--- config.mk ---
export PLATFORM = sky130hd
export DESIGN_NAME = cell_mem_ctrl
export DESIGN_NICKNAME = d
export VERILOG_FILES = /design/src/rtl/cell_mem_pkg.sv /design/src/rtl/cell_mem_arb.sv /design/src/rtl/cell_mem_ctrl.sv
export SDC_FILE = /design/constraint.sdc
export NUM_CORES = 1
export LEC_CHECK = 0
export ABC_AREA = 1
export BUFFER_PORTS_ARGS = -buffer_cell sky130_fd_sc_hd__buf_2
export CAP_MARGIN = 20
export CORE_AREA = 2 2 168 170
export CTS_CLUSTER_SIZE = 30
export DETAILED_ROUTE_END_ITERATION = 10
export DIE_AREA = 0 0 170 172
export PLACE_DENSITY_LB_ADDON = 0.2
export SKIP_CTS_REPAIR_TIMING = 1
export SYNTH_ARGS = -nofsm -noshare
export SYNTH_HDL_FRONTEND = slang
export SYNTH_SLANG_ARGS = --single-unit
--- constraint.sdc ---
create_clock -name clock -period 2.9 [get_ports clock]
set_input_delay 0.58 -clock clock [delete_from_list [all_inputs] [get_ports clock]]
set_output_delay 0.58 -clock clock [all_outputs]
set_load 0.02 [all_outputs]
--- src/rtl/cell_mem_pkg.sv ---
// Shared types for the cell position RAM controller: FSM states and read tags.
// Latency: none (types and constants only).
// Backpressure: none (types and constants only).
package cell_mem_pkg;

  // Width of the particle id carried in a read tag; matches the RAM address width.
  localparam int PID_W = 8;

  typedef enum logic [2:0] {
    IDLE,
    CNT_ISS,
    CNT_WAIT,
    STREAM,
    DRAIN,
    DONE
  } state_t;

  // One in-flight RAM read: which particle it belongs to, or whether it is the count word.
  typedef struct packed {
    logic             valid;
    logic             is_count;
    logic [PID_W-1:0] pid;
  } tag_t;

endpackage

--- src/rtl/cell_mem_arb.sv ---
// Single-port grant logic between the stream reader and the write requester.
// Latency: combinational grants; the burst counter updates on the next edge.
// Backpressure: writes win, except that after WR_BURST_MAX writes in a row one read is forced.
module cell_mem_arb #(
  parameter int WR_BURST_MAX = 4
) (
  input  logic clock,
  input  logic reset,
  input  logic rd_want,
  input  logic wr_req,
  output logic rd_grant,
  output logic wr_grant
);

  localparam int CW = $clog2(WR_BURST_MAX + 1);

  logic [CW-1:0] burst_cnt;
  logic          force_rd;

  // A saturated counter hands the next slot to a waiting reader.
  assign force_rd = rd_want && (burst_cnt == CW'(WR_BURST_MAX));
  assign wr_grant = wr_req && !force_rd;
  assign rd_grant = rd_want && !wr_grant;

  // Count writes that starve a pending read; clear once the read gets through.
  always_ff @(posedge clock) begin
    if (reset) begin
      burst_cnt <= '0;
    end else if (rd_grant) begin
      burst_cnt <= '0;
    end else if (wr_grant && rd_want && (burst_cnt != CW'(WR_BURST_MAX))) begin
      burst_cnt <= burst_cnt + 1'b1;
    end
  end

endmodule

--- src/rtl/cell_mem_ctrl.sv ---
// Streams a whole cell (count word, then every particle) out of a single-port RAM while sharing it with writes.
// Latency: rd_data arrives 2 cycles after its read is issued; a write commits in the cycle wr_ack is high.
// Backpressure: wr_req holds until wr_ack; each granted write delays the remaining stream reads by one cycle.
module cell_mem_ctrl
  import cell_mem_pkg::*;
#(
  parameter int DATA_WIDTH   = 96,
  parameter int PARTICLE_NUM = 220,
  parameter int ADDR_WIDTH   = 8,
  parameter int WR_BURST_MAX = 4
) (
  input  logic                  clock,
  input  logic                  reset,
  input  logic                  rd_start,
  output logic                  rd_busy,
  output logic                  rd_valid,
  output logic [ADDR_WIDTH-1:0] rd_pid,
  output logic [DATA_WIDTH-1:0] rd_data,
  output logic                  rd_done,
  output logic [ADDR_WIDTH-1:0] rd_count,
  input  logic                  wr_req,
  input  logic [ADDR_WIDTH-1:0] wr_addr,
  input  logic [DATA_WIDTH-1:0] wr_data,
  output logic                  wr_ack,
  output logic [ADDR_WIDTH-1:0] mem_address,
  output logic [DATA_WIDTH-1:0] mem_data,
  output logic                  mem_rden,
  output logic                  mem_wren,
  input  logic [DATA_WIDTH-1:0] mem_q,
  output logic                  cnt_err
);

  localparam logic [ADDR_WIDTH-1:0] MAX_PID = ADDR_WIDTH'(PARTICLE_NUM - 1);

  state_t                state;
  logic [ADDR_WIDTH-1:0] next_addr;
  logic [ADDR_WIDTH-1:0] rd_addr;
  logic [ADDR_WIDTH-1:0] cnt_raw;
  logic                  rd_want;
  logic                  rd_grant;
  logic                  wr_grant;
  logic                  count_arrived;
  tag_t                  issue_tag;
  tag_t                  tag1;
  tag_t                  tag2;

  assign rd_want = (state == CNT_ISS) || (state == STREAM);
  assign rd_addr = (state == CNT_ISS) ? '0 : next_addr;

  cell_mem_arb #(
    .WR_BURST_MAX(WR_BURST_MAX)
  ) u_arb (
    .clock   (clock),
    .reset   (reset),
    .rd_want (rd_want),
    .wr_req  (wr_req),
    .rd_grant(rd_grant),
    .wr_grant(wr_grant)
  );

  assign wr_ack = wr_grant;

  // Drive the RAM port from whichever side was granted; an idle port is all zeros.
  always_comb begin
    mem_rden    = 1'b0;
    mem_wren    = 1'b0;
    mem_address = '0;
    mem_data    = '0;
    if (wr_grant) begin
      mem_wren    = 1'b1;
      mem_address = wr_addr;
      mem_data    = wr_data;
    end else if (rd_grant) begin
      mem_rden    = 1'b1;
      mem_address = rd_addr;
    end
  end

  // Tag describing the read issued this cycle, or an empty tag when no read goes out.
  always_comb begin
    issue_tag = '0;
    if (rd_grant) begin
      issue_tag.valid    = 1'b1;
      issue_tag.is_count = (state == CNT_ISS);
      issue_tag.pid      = PID_W'(rd_addr);
    end
  end

  // Two-stage tag pipe mirroring the RAM read latency so stage 2 lines up with mem_q.
  always_ff @(posedge clock) begin
    if (reset) begin
      tag1 <= '0;
      tag2 <= '0;
    end else begin
      tag1 <= issue_tag;
      tag2 <= tag1;
    end
  end

  assign count_arrived = tag2.valid && tag2.is_count;
  assign cnt_raw       = mem_q[ADDR_WIDTH-1:0];
  assign rd_valid      = tag2.valid && !tag2.is_count;
  assign rd_pid        = ADDR_WIDTH'(tag2.pid);
  assign rd_data       = mem_q;

  // Stream sequencer: fetch and clamp the count, walk addresses 1..count, drain, then pulse done.
  always_ff @(posedge clock) begin
    if (reset) begin
      state     <= IDLE;
      rd_busy   <= 1'b0;
      rd_done   <= 1'b0;
      next_addr <= '0;
      rd_count  <= '0;
      cnt_err   <= 1'b0;
    end else begin
      rd_done <= 1'b0;
      case (state)
        IDLE: begin
          if (rd_start) begin
            state   <= CNT_ISS;
            rd_busy <= 1'b1;
          end
        end
        CNT_ISS: begin
          if (rd_grant) begin
            state <= CNT_WAIT;
          end
        end
        CNT_WAIT: begin
          if (count_arrived) begin
            // The latched copy is what the stream walks; later writes to word 0 do not disturb it.
            if (cnt_raw > MAX_PID) begin
              rd_count <= MAX_PID;
              cnt_err  <= 1'b1;
            end else begin
              rd_count <= cnt_raw;
            end
            next_addr <= ADDR_WIDTH'(1);
            if (cnt_raw == '0) begin
              state   <= DONE;
              rd_done <= 1'b1;
            end else begin
              state <= STREAM;
            end
          end
        end
        STREAM: begin
          if (rd_grant) begin
            next_addr <= next_addr + 1'b1;
            if (next_addr == rd_count) begin
              state <= DRAIN;
            end
          end
        end
        DRAIN: begin
          // Once stage 1 is empty the last entry leaves stage 2 on this edge.
          if (!tag1.valid) begin
            state   <= DONE;
            rd_done <= 1'b1;
          end
        end
        DONE: begin
          state   <= IDLE;
          rd_busy <= 1'b0;
        end
        default: begin
          state   <= IDLE;
          rd_busy <= 1'b0;
        end
      endcase
    end
  end

endmodule

[After elaboration in Yosys (flattened, before gate mapping)]
Index checks and enable logic that the tools add are counted.
Word-level totals
  output and inout port bits: 223
  word-level logic and storage cells: 79
  input bits: 204
  latch bits: 0
  memories: 0
  flip-flop bits (word level): 45
  memory bits (writable): 0
  ROM bits: 0
Operators by class
  bitwise gates (word level): 2
  reductions and logical operators: 22
  div/mod/pow operators: 0
  $lt $le $gt $ge: 1
  eq/ne operators: 13
  add/sub/neg operators: 2
  shift-type cells: 0
  multiply operators: 0
  mux-type cells: 26
Operator list (number)
  two-way mux 96 bit: 1
  two-way mux 8 bit: 6
  two-way mux 3 bit: 7
  one-hot mux 8 bit (2 select lines): 1
  one-hot mux 3 bit (5 select lines): 1
  two-way mux 10 bit: 1
  != test 2 bit, second input constant: 5
  adder 8 x 1 -> 8 bit, second input constant: 1
  == test 8 bit: 1
  greater-than comparator 8 bit, second input constant: 1
  logical NOT 8 bit: 1
  logical AND 1 bit: 7
  two-way mux 1 bit: 7
  == test 3 x 2 -> 1 bit, second input constant: 2
  == test 3 bit, second input constant: 2
  AND reduction 3 bit: 2
  AND reduction 6 bit: 1
  one-hot mux 1 bit (2 select lines): 2
  AND reduction 2 bit: 2
  OR reduction 2 bit: 2
  OR reduction 4 bit: 1
  adder 3 x 1 -> 3 bit, second input constant: 1
  == test 3 x 1 -> 1 bit, second input constant: 1
  logical NOT 1 bit: 3
  6 further kinds: 7

[Depth between registers and ports, before layout]
Gate-level depths: netlist (run 1).
  depth in word-level cells: 9
  gate-level depth with buffers: 12
  depth with buffers taken out: 12

[Cells and area by module]
From an unflattened synthesis (run 1), not the netlist that was laid out.
Unflattened totals
  cell total of the unflattened synthesis: 606
  area total of the unflattened synthesis: 3658.5 um2
By module, submodules not included
  cell_mem_ctrl: cells each 569, times used 1, seq. area each 840.8 um2, area an instance 3435.8 um2
  cell_mem_arb: cells each 37, times used 1, seq. area each 60.1 um2, area an instance 222.7 um2

[Least setup slack after synthesis (run 1)]
No wires, ideal clock.
  path type: flip-flop to output port
  from: register u_arb.burst_cnt[0]
  to: output mem_data[65]
  stages on the path, launching flop included: 8
  required time: 2320 ps
  buffers on the path: 2
  setup slack: 941 ps
  arrival: 1379 ps
  path through: dfxtp_1 inv_1 ha_1 nand2_1 o21ai_2 buf_2 buf_2 nor2_1
On the way
  word-level cells in the longest chain between the ends: 5
RTL lines
  start, declared: line cell_mem_arb.sv:17  | logic [CW-1:0] burst_cnt;
  start signal, assigned: line cell_mem_arb.sv:32  | burst_cnt <= burst_cnt + 1'b1;
  == test 3 bit: line cell_mem_arb.sv:21  | assign force_rd = rd_want && (burst_cnt == CW'(WR_BURST_MAX));
  logical AND 1 bit: line cell_mem_arb.sv:21
  logical NOT 1 bit: line cell_mem_arb.sv:22  | assign wr_grant = wr_req && !force_rd;
  logical AND 1 bit: line cell_mem_arb.sv:22
  two-way mux 96 bit: line cell_mem_ctrl.sv:69  | if (wr_grant) begin
  end, declared: line cell_mem_ctrl.sv:26  | output logic [DATA_WIDTH-1:0] mem_data,
No other way between the ends.

[Final worst setup path (run 1)]
  from: register u_arb.burst_cnt[0]
  to: output mem_address[7]
On the way
  word-level cells in the longest chain between the ends: 8
RTL lines
  == test 3 bit *: line cell_mem_arb.sv:21
  logical AND 1 bit *: line cell_mem_arb.sv:21
  logical NOT 1 bit *: line cell_mem_arb.sv:22
  logical AND 1 bit *: line cell_mem_arb.sv:22
  logical NOT 1 bit: line cell_mem_arb.sv:23  | assign rd_grant = rd_want && !wr_grant;
  logical AND 1 bit: line cell_mem_arb.sv:23
  two-way mux 8 bit: line cell_mem_ctrl.sv:73  | end else if (rd_grant) begin
  two-way mux 8 bit *: line cell_mem_ctrl.sv:69
  end, declared: line cell_mem_ctrl.sv:25  | output logic [ADDR_WIDTH-1:0] mem_address,
Mark *: on every way between the ends. The rest lies on a longest branch, timed or not.

==> flow_metrics.tcl, run 1 <==
set metrics [dict create \
    clockBufferDepth 2 \
    crit_cells 8 \
    grt_usage_pct 10.8 \
    whs_ns 0.404 \
    wl_per_cell_microns 15.7 \
    p_int_w 0.00133 \
    avgViaCountPerCell 3.49 \
    pwr-share-clk_pct 31.6 \
    crit_required_ns 2.32 \
    r2r-end "rd_count[1]" \
    ys_types 30 \
    tightest_slew_ns 0.353 \
    cp-endpoint "mem_address[7]" \
    syn_avg_cell_area_sq_um 6.08 \
    timing.rr.start "state[1]" \
    path_cells "inv_1 > ha_1 > nand2_1 > nand2_1 > nand2_4 > inv_1 > a32o_1 > buf_2" \
    synth_commonest_cells "nor2_1 (142), inv_1 (135), buf_4 (108)" \
    p_per_area_nw_per_um2 466 \
    die_area_sq_um 29200 \
    routed_wl_microns 16800 \
    die_y_microns 172 \
    tns_ns 0 \
    grt_max_degree 78 \
    yosys.area.top_type "dfxtp_1" \
    root_buffer "clkbuf_16" \
    synth_cells 586 \
    critPathLaunchType "flop" \
    start_util_pct 13.0 \
    yosysTopAreaCellShare_pct 25.3 \
    max_stage_delay_ns 0.35 \
    layout.nets 935 \
    cap_violations 0 \
    grt_pass1_vias 3615 \
    min_period_ns 2.39 \
    ys_ff_latch 45 \
    clock-sinks 45 \
    area_growth_pct 29.5 \
    critPathBufInv 3 \
    power_leakage_nw 2.78 \
    min_path_type "flop to flop" \
    vias 3758 \
    worstPathMaxFanout 10 \
    path_clk_slew_ns 0.07 \
    crit_family "simple AND/OR/NAND/NOR gates" \
    ys_seq_area_share_pct 25.3 \
    cp.arrival_ns 1.81 \
    pwr-share-comb_pct 35.5 \
    yosys-top-cells-area "dfxtp_1 (25%), buf_4 (23%), nor2_1 (15%)" \
    fin_crit_sh_pct 82.6 \
    endpoint_kind "output pin" \
    yosysWarnings 0 \
    reg2reg_slack_ns 1.26 \
    crit_slowest_cell "dfxtp_1" \
    grt_antenna_before_repair 1 \
    drcViolationCount 0 \
    slew_headroom_pct 76.4 \
    numCtsBuffers 5 \
    swShare_pct 38.1 \
    grt_pass1_wl_microns 23000 \
    core_area_sq_um 27500 \
    place.port_buffers 250 \
    dp_hpwl_microns 15000 \
    setup_viol 0 \
    ir_drop_mv 0.214 \
    finalClockSkew_ns 0.00438 \
    drive_gt1_share_pct 38.3 \
    ys.flop_type "dfxtp_1" \
    syn_nets 793 \
    clock_latency_ns 0.30 \
    first_pass_iters 6 \
    syn-cell-area_sq_um 3560 \
    rsz0062_at_grt "false" \
    crit_type "flop to output pin" \
    p_seq_share_pct 32.9 \
    gp_congestion 0.828 \
    async_reset_ff_share_pct 0 \
    p_switching_w 0.000818 \
    synth-edff-count 0 \
    fmax_ghz 0.418 \
    rows 61 \
    slew_violations 0 \
    io_pins 427 \
    grt-ovfl-total 0 \
    status "finished clean" \
    synth_most_common_cell "nor2_1" \
    cts_htree_levels 2 \
    ff2ff_path_depth 6 \
    hold_viol 0 \
    antenna_left 0 \
    die_width_microns 170 \
    startpoint "u_arb.burst_cnt[0]" \
    drt_iter0_markers 160 \
    cts_tree "yes" \
]
==> worst register-to-register path, cell delays in order, from the launching register on <==
cell	delay, ns
dfxtp_1	0.53
nand2_1	0.14
nor2_1	0.21
nand2_2	0.20
inv_2	0.21
nand2_1	0.12
a21oi_1	0.16
==> flip-flops by register name, summed over array words and instances (netlist names), 2 cells and up <==
signal / cells
tag1: 10
state: 3
tag2: 2
rd_pid: 8
next_addr: 8
rd_count: 8
u_arb.burst_cnt: 3
==> placed cells by master (no fill, tap or decap), drive strengths merged, types with 2 or more instances in the layout <==
master and count:
a211oi 2, o21ai 13, buf 254, clkbuf 5, a21oi 19, nor2 145, inv 142, dfxtp 45
nor3 10, o31ai 5, xnor2 4, ha 3, nand2 64, a32o 2, nand3 7, o22ai 2
==> cell type report <==
class | count | area, sq um
antenna | 1 | 2.50
clock buffer | 5 | 125
clock inverter | 3 | 47.5
fill | 3243 | 22900
inverter | 140 | 526
multi-input combinational | 282 | 1290
sequential | 45 | 901
tap | 346 | 433
timing repair buffer | 254 | 1290
==> power by group through the flow <==
stage	logic (W)	clock network, W	registers [W]
CTS	0.000778	0.000703	0.000707
global route	0.000863	0.000721	0.000714
floorplan	0.000674	0	0.000707
finish	0.000764	0.000680	0.000707
global placement	0.000775	0	0.000722
detailed placement	0.000774	0	0.000721
==> stage by stage <==
stage          setup WS (ns)  util (%)  instances  power [W]  area, sq um
2_1_floorplan          0.941         -        586    0.00138         3560
3_3_place_gp           0.766      16.2       1067    0.00150         4440
3_5_place_dp           0.755      16.2       1067    0.00150         4440
4_1_cts                0.464      16.8       1075    0.00219         4610
5_1_grt                0.342      16.8       1075    0.00230         4610
6_report               0.506      16.8       1076    0.00215         4620
==> worst min-delay path by stage <==
| stage | start | depth (start not counted) | endpoint | slack [ns] |
|---|---|---|---|---|
| final | tag1[8] | 2 | tag2[8] | 0.40 |
| after global routing | tag1[5] | 2 | rd_pid[5] | 0.41 |
| after CTS | tag1[6] | 2 | rd_pid[6] | 0.40 |
| after detailed placement | tag1[6] | 2 | rd_pid[6] | 0.40 |
| after global placement | tag1[8] | 2 | tag2[8] | 0.40 |
| after floorplan | tag1[0] | 2 | rd_pid[0] | 0.39 |
==> cells by family after synthesis <==
| kind of cell | synth area share (%) |
|---|---|
| buffers and inverters | 38.8 |
| adder cells (fa/ha/maj) | 1.05 |
| flip-flops | 25.3 |
| XOR/XNOR | 1.23 |
| AND/OR/NAND/NOR | 26.0 |
| AO/OA/AOI/OAI | 7.62 |
==> metal layers <==
metal / vias up / GRT usage, % / share of wire [%]
met4: 0 / 2.68 / 1.5
met3: 24 / 4.88 / 12
met5: - / 0 / 0
met2: 236 / 19.3 / 49
li1: 1880 / - / -
met1: 1618 / 11.5 / 38
No activity file was read; power rests on OpenSTA's default activity.
==> inputs of run 2 (changes only) <==
--- a/config.mk
+++ b/config.mk
@@ -8,10 +8,10 @@
 export ABC_AREA = 1
 export BUFFER_PORTS_ARGS = -buffer_cell sky130_fd_sc_hd__buf_2
 export CAP_MARGIN = 20
-export CORE_AREA = 2 2 168 170
+export CORE_AREA = 2 2 164 166
 export CTS_CLUSTER_SIZE = 30
 export DETAILED_ROUTE_END_ITERATION = 10
-export DIE_AREA = 0 0 170 172
+export DIE_AREA = 0 0 166 168
 export PLACE_DENSITY_LB_ADDON = 0.2
 export SKIP_CTS_REPAIR_TIMING = 1
 export SYNTH_ARGS = -nofsm -noshare
==> constraint.sdc (replaced) <==
create_clock -name clock -period 2 [get_ports clock]
set_input_delay 0.4 -clock clock [delete_from_list [all_inputs] [get_ports clock]]
set_output_delay 0.4 -clock clock [all_outputs]
set_load 0.02 [all_outputs]
==> run 2 against run 1 <==
Final cell count rose by 1.8%. Clock-buffer cell count did not move. Critical endpoint is now mem_data[11]. Largest power group unchanged. Worst setup slack got worse by 0.68 ns. The run now ends with setup timing left.
==> flow_metrics.tcl, run 2 (synthesis results as in run 1) <==
set metrics [dict create \
    whs_ns 0.305 \
    drt_iter0_markers 182 \
    grt_antenna_before_repair 3 \
    crit_required_ns 1.60 \
    cp_common_cell "clkbuf_16" \
    area_growth_pct 50.5 \
    p_per_area_nw_per_um2 616 \
    vias 3894 \
    ir_drop_mv 0.348 \
    slew_headroom_pct 72.8 \
    critPathBufInv 4 \
    timing.rr.start "state[2]" \
    placedCellCount 1066 \
    cts_htree_levels 2 \
    min_period_ns 2.18 \
    cts_tree "yes" \
    cp.arrival_ns 1.78 \
    path_clk_slew_ns 0.06 \
    slew_violations 0 \
    crit_family "buffers and inverters" \
    power_leakage_nw 3.01 \
    grt_pass1_vias 3702 \
    die_y_microns 168 \
    endpoint_kind "output pin" \
    largest_reg_flops 10 \
    grt_pass1_wl_microns 23500 \
    drive_gt1_share_pct 45.5 \
    die_area_sq_um 27900 \
    dp_hpwl_microns 14300 \
    place.port_buffers 250 \
    setup_ws_ns -0.176 \
    finalClockSkew_ns 0.00647 \
    io_pins 427 \
    regMostFlops "tag1" \
    status "complete, but fails checks" \
    mostFrequentLayoutCell "buf_2" \
    worstPathMaxFanout 6 \
    routed_wl_microns 18200 \
    cap_violations 0 \
    setup_viol 104 \
    min_path_type "primary input to flop" \
    clock-sinks 45 \
    highest_layer "met4" \
    rsz0062_at_grt "true" \
    die_width_microns 166 \
    clockBufferDepth 2 \
    rows 60 \
    fillers 3069 \
    critPathLaunchType "flop" \
    grt-ovfl-total 0 \
    fin_crit_sh_pct 109 \
    wl_met2_microns 8900 \
    crit_type "flop to output pin" \
    drcViolationCount 0 \
    tightest_slew_ns 0.407 \
    start_util_pct 13.5 \
    tns_ns -14.16 \
    antenna_left 0 \
    max_stage_delay_ns 0.33 \
    grt_usage_pct 11.2 \
    final_cell_mix "buf_2 (205), inv_1 (132), nor2_1 (109)" \
    first_pass_iters 4 \
    hold_start "reset" \
    clock_latency_ns 0.30 \
    wl_per_cell_microns 16.6 \
    path_cells "inv_2 > ha_4 > nand2_4 > o21ai_4 > clkbuf_16 > clkbuf_16 > nor2_2 > buf_6" \
    hold_viol 0 \
    gp_congestion 0.775 \
    numCtsBuffers 5 \
    core_area_sq_um 26400 \
    drt-met1-wl_microns 7010 \
    crit_slowest_cell "dfxtp_2" \
    violations "setup timing" \
    root_buffer "clkbuf_16" \
    fmax_ghz 0.459 \
    fin_cells 1095 \
    layout.nets 957 \
    startpoint "u_arb.burst_cnt[0]" \
    grt_max_degree 97 \
    met3_wirelength_microns 1840 \
    avgViaCountPerCell 3.56 \
]
## run 2: stage by stage
step | area, sq um | setup WS, ns | power, W | utilization [%]
floorplan | 3560 | 0.221 | 0.00200 | -
global placement | 4470 | 0.0611 | 0.00224 | 16.9
detailed placement | 4470 | 0.0423 | 0.00223 | 16.9
CTS | 4620 | -0.284 | 0.00311 | 17.5
global route | 5360 | -0.263 | 0.00353 | 20.3
finish | 5370 | -0.176 | 0.00331 | 20.4
## run 2: final cells by class
cell class | instances | area [sq um] | share of cell area [%]
well taps | 341 | 427 | 7.95
clock inverters | 3 | 25.0 | 0.466
clock buffers | 5 | 125 | 2.33
multi-input cells | 282 | 1470 | 27.3
flip-flops and latches | 45 | 903 | 16.8
inverters | 140 | 528 | 9.84
repair buffers | 276 | 1880 | 35.1
diodes | 3 | 7.51 | 0.140
## run 2: final timing paths
kind,to,slack (ns),cells after the start
min,rd_done,0.30,2
max reg2reg,rd_count[0],0.19,10
min reg2reg,rd_pid[7],0.40,2
max,mem_data[11],-0.18,8
## run 2: power by group
| group | leakage [nW] | internal [W] | total (W) | switching (W) |
|---|---|---|---|---|
| Clock | 0.0708 | 0.000473 | 0.000871 | 0.000398 |
| Combinational | 2.58 | 0.000572 | 0.00141 | 0.000843 |
| Sequential | 0.365 | 0.000958 | 0.00102 | 0.0000630 |
| Total | 3.01 | 0.00200 | 0.00331 | 0.00130 |
## run 2: worst reg2reg max path, cell delays in order, from the launching register on
cell and delay, ns:
dfxtp_1 0.35, inv_2 0.11, buf_4 0.12, buf_4 0.11, buf_4 0.10, nand2_1 0.07, nor2_1 0.22, nand2_2 0.19
inv_2 0.20, nand2_1 0.14, a21oi_1 0.16
## run 2: per-layer routing
layer	vias up	GRT usage [%]
met2	206	18.7
li1	1927	-
met4	0	3.40
met1	1723	12.5
met5	-	0
met3	38	5.43
==> inputs of run 3 (changes only) <==
--- a/config.mk
+++ b/config.mk
@@ -5,10 +5,11 @@
 export SDC_FILE = /design/constraint.sdc
 export NUM_CORES = 1
 export LEC_CHECK = 0
-export ABC_AREA = 1
+export ABC_AREA = 0
 export BUFFER_PORTS_ARGS = -buffer_cell sky130_fd_sc_hd__buf_2
 export CAP_MARGIN = 20
 export CORE_AREA = 2 2 164 166
+export CTS_BUF_LIST = sky130_fd_sc_hd__clkbuf_8
 export CTS_CLUSTER_SIZE = 30
 export DETAILED_ROUTE_END_ITERATION = 10
 export DIE_AREA = 0 0 166 168
@@ -17,3 +18,4 @@
 export SYNTH_ARGS = -nofsm -noshare
 export SYNTH_HDL_FRONTEND = slang
 export SYNTH_SLANG_ARGS = --single-unit
+export TNS_END_PERCENT = 5
==> run 3 against run 2 <==
The run still ends with setup timing left. Cell area grew 5.1%. Clock-buffer cell count stayed put. Critical endpoint is now mem_data[24]. Synthesized cell count fell by 26%. Clock power shrank 29%. Clock skew rose by 0.00075 ns. Worst hold slack better by 0.058 ns.
==> flow_metrics.tcl, run 3 <==
set metrics [dict create \
    finalClockSkew_ns 0.00722 \
    hold_start "mem_q[7]" \
    syn-cell-area_sq_um 3480 \
    met3_wirelength_microns 884 \
    violations "setup timing" \
    slew_violations 0 \
    tightest_slew_ns 0.547 \
    synth_commonest_cells "buf_4 (111), and2_1 (96), dfxtp_1 (45)" \
    async_reset_ff_share_pct 0 \
    worstPathMaxFanout 7 \
    clock-sinks 45 \
    whs_ns 0.363 \
    path_clk_slew_ns 0.10 \
    avgViaCountPerCell 3.68 \
    yosys.area.top_type "dfxtp_1" \
    min_path_type "primary input to flop" \
    grt_antenna_before_repair 0 \
    clockBufferDepth 2 \
    cts_htree_levels 2 \
    holdPathStages 3 \
    critPathLaunchType "flop" \
    r2r-end "next_addr[7]" \
    vias 3460 \
    setup_ws_ns -0.153 \
    crit_type "flop to output pin" \
    drt_iter0_markers 70 \
    die_width_microns 166 \
    ys.flop_type "dfxtp_1" \
    p_per_area_nw_per_um2 568 \
    clock_latency_ns 0.31 \
    ff2ff_path_depth 5 \
    place.port_buffers 250 \
    crit_required_ns 1.60 \
    grt-ovfl-total 0 \
    grt_pass1_vias 3345 \
    synth_cells 435 \
    drt-met1-wl_microns 5840 \
    yosysTopAreaCellShare_pct 25.9 \
    fmax_ghz 0.464 \
    cap_violations 0 \
    grt_pass1_wl_microns 19500 \
    root_buffer "clkbuf_8" \
    stdcell_area_sq_um 5640 \
    die_y_microns 168 \
    timing.rr.start "state[2]" \
    regMostFlops "tag1" \
    rows 60 \
    grt_usage_pct 8.90 \
    largest_reg_flops 10 \
    worstHoldEndpoint "rd_count[7]" \
    syn_nets 642 \
    final_core_util_pct 21.4 \
    slew_headroom_pct 63.2 \
    hold_viol 0 \
    mostFrequentLayoutCell "buf_2" \
    yosys-top-cells-area "dfxtp_1 (26%), buf_4 (24%), and2_1 (17%)" \
    syn_avg_cell_area_sq_um 8.00 \
    dp_hpwl_microns 11400 \
    reg2reg_slack_ns 0.40 \
    cp.arrival_ns 1.75 \
    ir_drop_mv 0.275 \
    die_area_sq_um 27900 \
    placed_area_sq_um 4420 \
    power_leakage_nw 2.66 \
    drcViolationCount 0 \
    io_pins 427 \
    p_total_w 0.00320 \
    drive_gt1_share_pct 65.2 \
    area_growth_pct 62.2 \
    synth-edff-count 0 \
    cts_tree "yes" \
    rsz0062_at_grt "true" \
    tns_ns -9.87 \
    wl_per_cell_microns 15.9 \
    numCtsBuffers 5 \
    start_util_pct 13.2 \
    fin_crit_sh_pct 108 \
    antenna_left 0 \
    setup_viol 105 \
    ys_ff_latch 45 \
    grt_max_degree 63 \
    ys_types 47 \
    gp_congestion 0.767 \
    yosysWarnings 0 \
    wl_met2_microns 7960 \
    highest_layer "met4" \
    min_period_ns 2.15 \
    n_antenna_cell 0 \
    layout.nets 806 \
    ys_seq_area_share_pct 25.9 \
    final_cell_mix "buf_2 (152), buf_6 (93), and2_4 (78)" \
    synth_most_common_cell "buf_4" \
    routed_wl_microns 15000 \
    endpoint_kind "output pin" \
    first_pass_iters 4 \
    core_area_sq_um 26400 \
    status "complete, but fails checks" \
]
## run 3: cell count changes in the layout (fill, tap and decap cells not counted), sizes merged, moves of 9 or more
cell / change
inv: -134
and3: +9
nor2b: +13
nor2: -131
buf: +12
and2: +96
nand2: -44
## run 3: area by class of cell
| class | instances | area [sq um] |
|---|---|---|
| repair buffers | 287 | 2330 |
| clock inverters | 3 | 25.0 |
| multi-input cells | 253 | 1860 |
| inverters | 7 | 26.3 |
| flip-flops and latches | 45 | 906 |
| fillers | 2913 | 20700 |
| clock buffers | 5 | 68.8 |
| well taps | 341 | 427 |
## run 3: worst max path at each step
stage                       start        endpoint  slack (ns)  depth (start not counted)
5_1_grt        u_arb.burst_cnt[1]    mem_data[24]       -0.21                          8
2_1_floorplan  u_arb.burst_cnt[0]    mem_data[86]        0.04                          5
3_5_place_dp   u_arb.burst_cnt[0]  mem_address[0]      -0.006                          6
6_report       u_arb.burst_cnt[1]    mem_data[24]       -0.15                          8
4_1_cts        u_arb.burst_cnt[0]  mem_address[0]       -0.36                          6
3_3_place_gp   u_arb.burst_cnt[0]    mem_data[53]        0.01                          7
## run 3: power by group
group          switching [W]  leakage [nW]  internal, W  total, W
logic               0.000790          2.25     0.000786   0.00158
clock network       0.000366        0.0447     0.000253  0.000620
registers          0.0000445         0.365     0.000963   0.00101
## run 3: kinds of logic (layout without fill, tap and decap cells)
| group | Yosys count | after routing | synth area share [%] |
|---|---|---|---|
| compound gates | 57 | 57 | 11.9 |
| xor+xnor | 11 | 11 | 2.77 |
| fa+ha+maj | 3 | 3 | 1.08 |
| buf+inv | 137 | 302 | 27.2 |
| flops | 45 | 45 | 25.9 |
| mux | 3 | 3 | 0.899 |
| simple gates | 179 | 179 | 30.2 |
## run 3: critical path, cell delays in order (launching register included)
cell and delay (ns):
dfxtp_2 0.34, inv_2 0.04, ha_4 0.17, a31oi_4 0.17, buf_12 0.16, buf_8 0.13, clkbuf_16 0.15, and2_1 0.13
buf_4 0.14
## run 3: routing by layer
| metal | global-route usage (%) | vias up |
|---|---|---|
| met1 | 10.3 | 1597 |
| met5 | 0 | - |
| met4 | 2.80 | 0 |
| met3 | 2.00 | 33 |
| li1 | - | 1644 |
| met2 | 16.2 | 186 |
## run 3: through the flow
step           setup WS (ns)  std cells
6_report              -0.153        941
3_5_place_dp        -0.00570        916
5_1_grt               -0.212        941
3_3_place_gp          0.0103        916
4_1_cts               -0.359        924
2_1_floorplan         0.0411        435
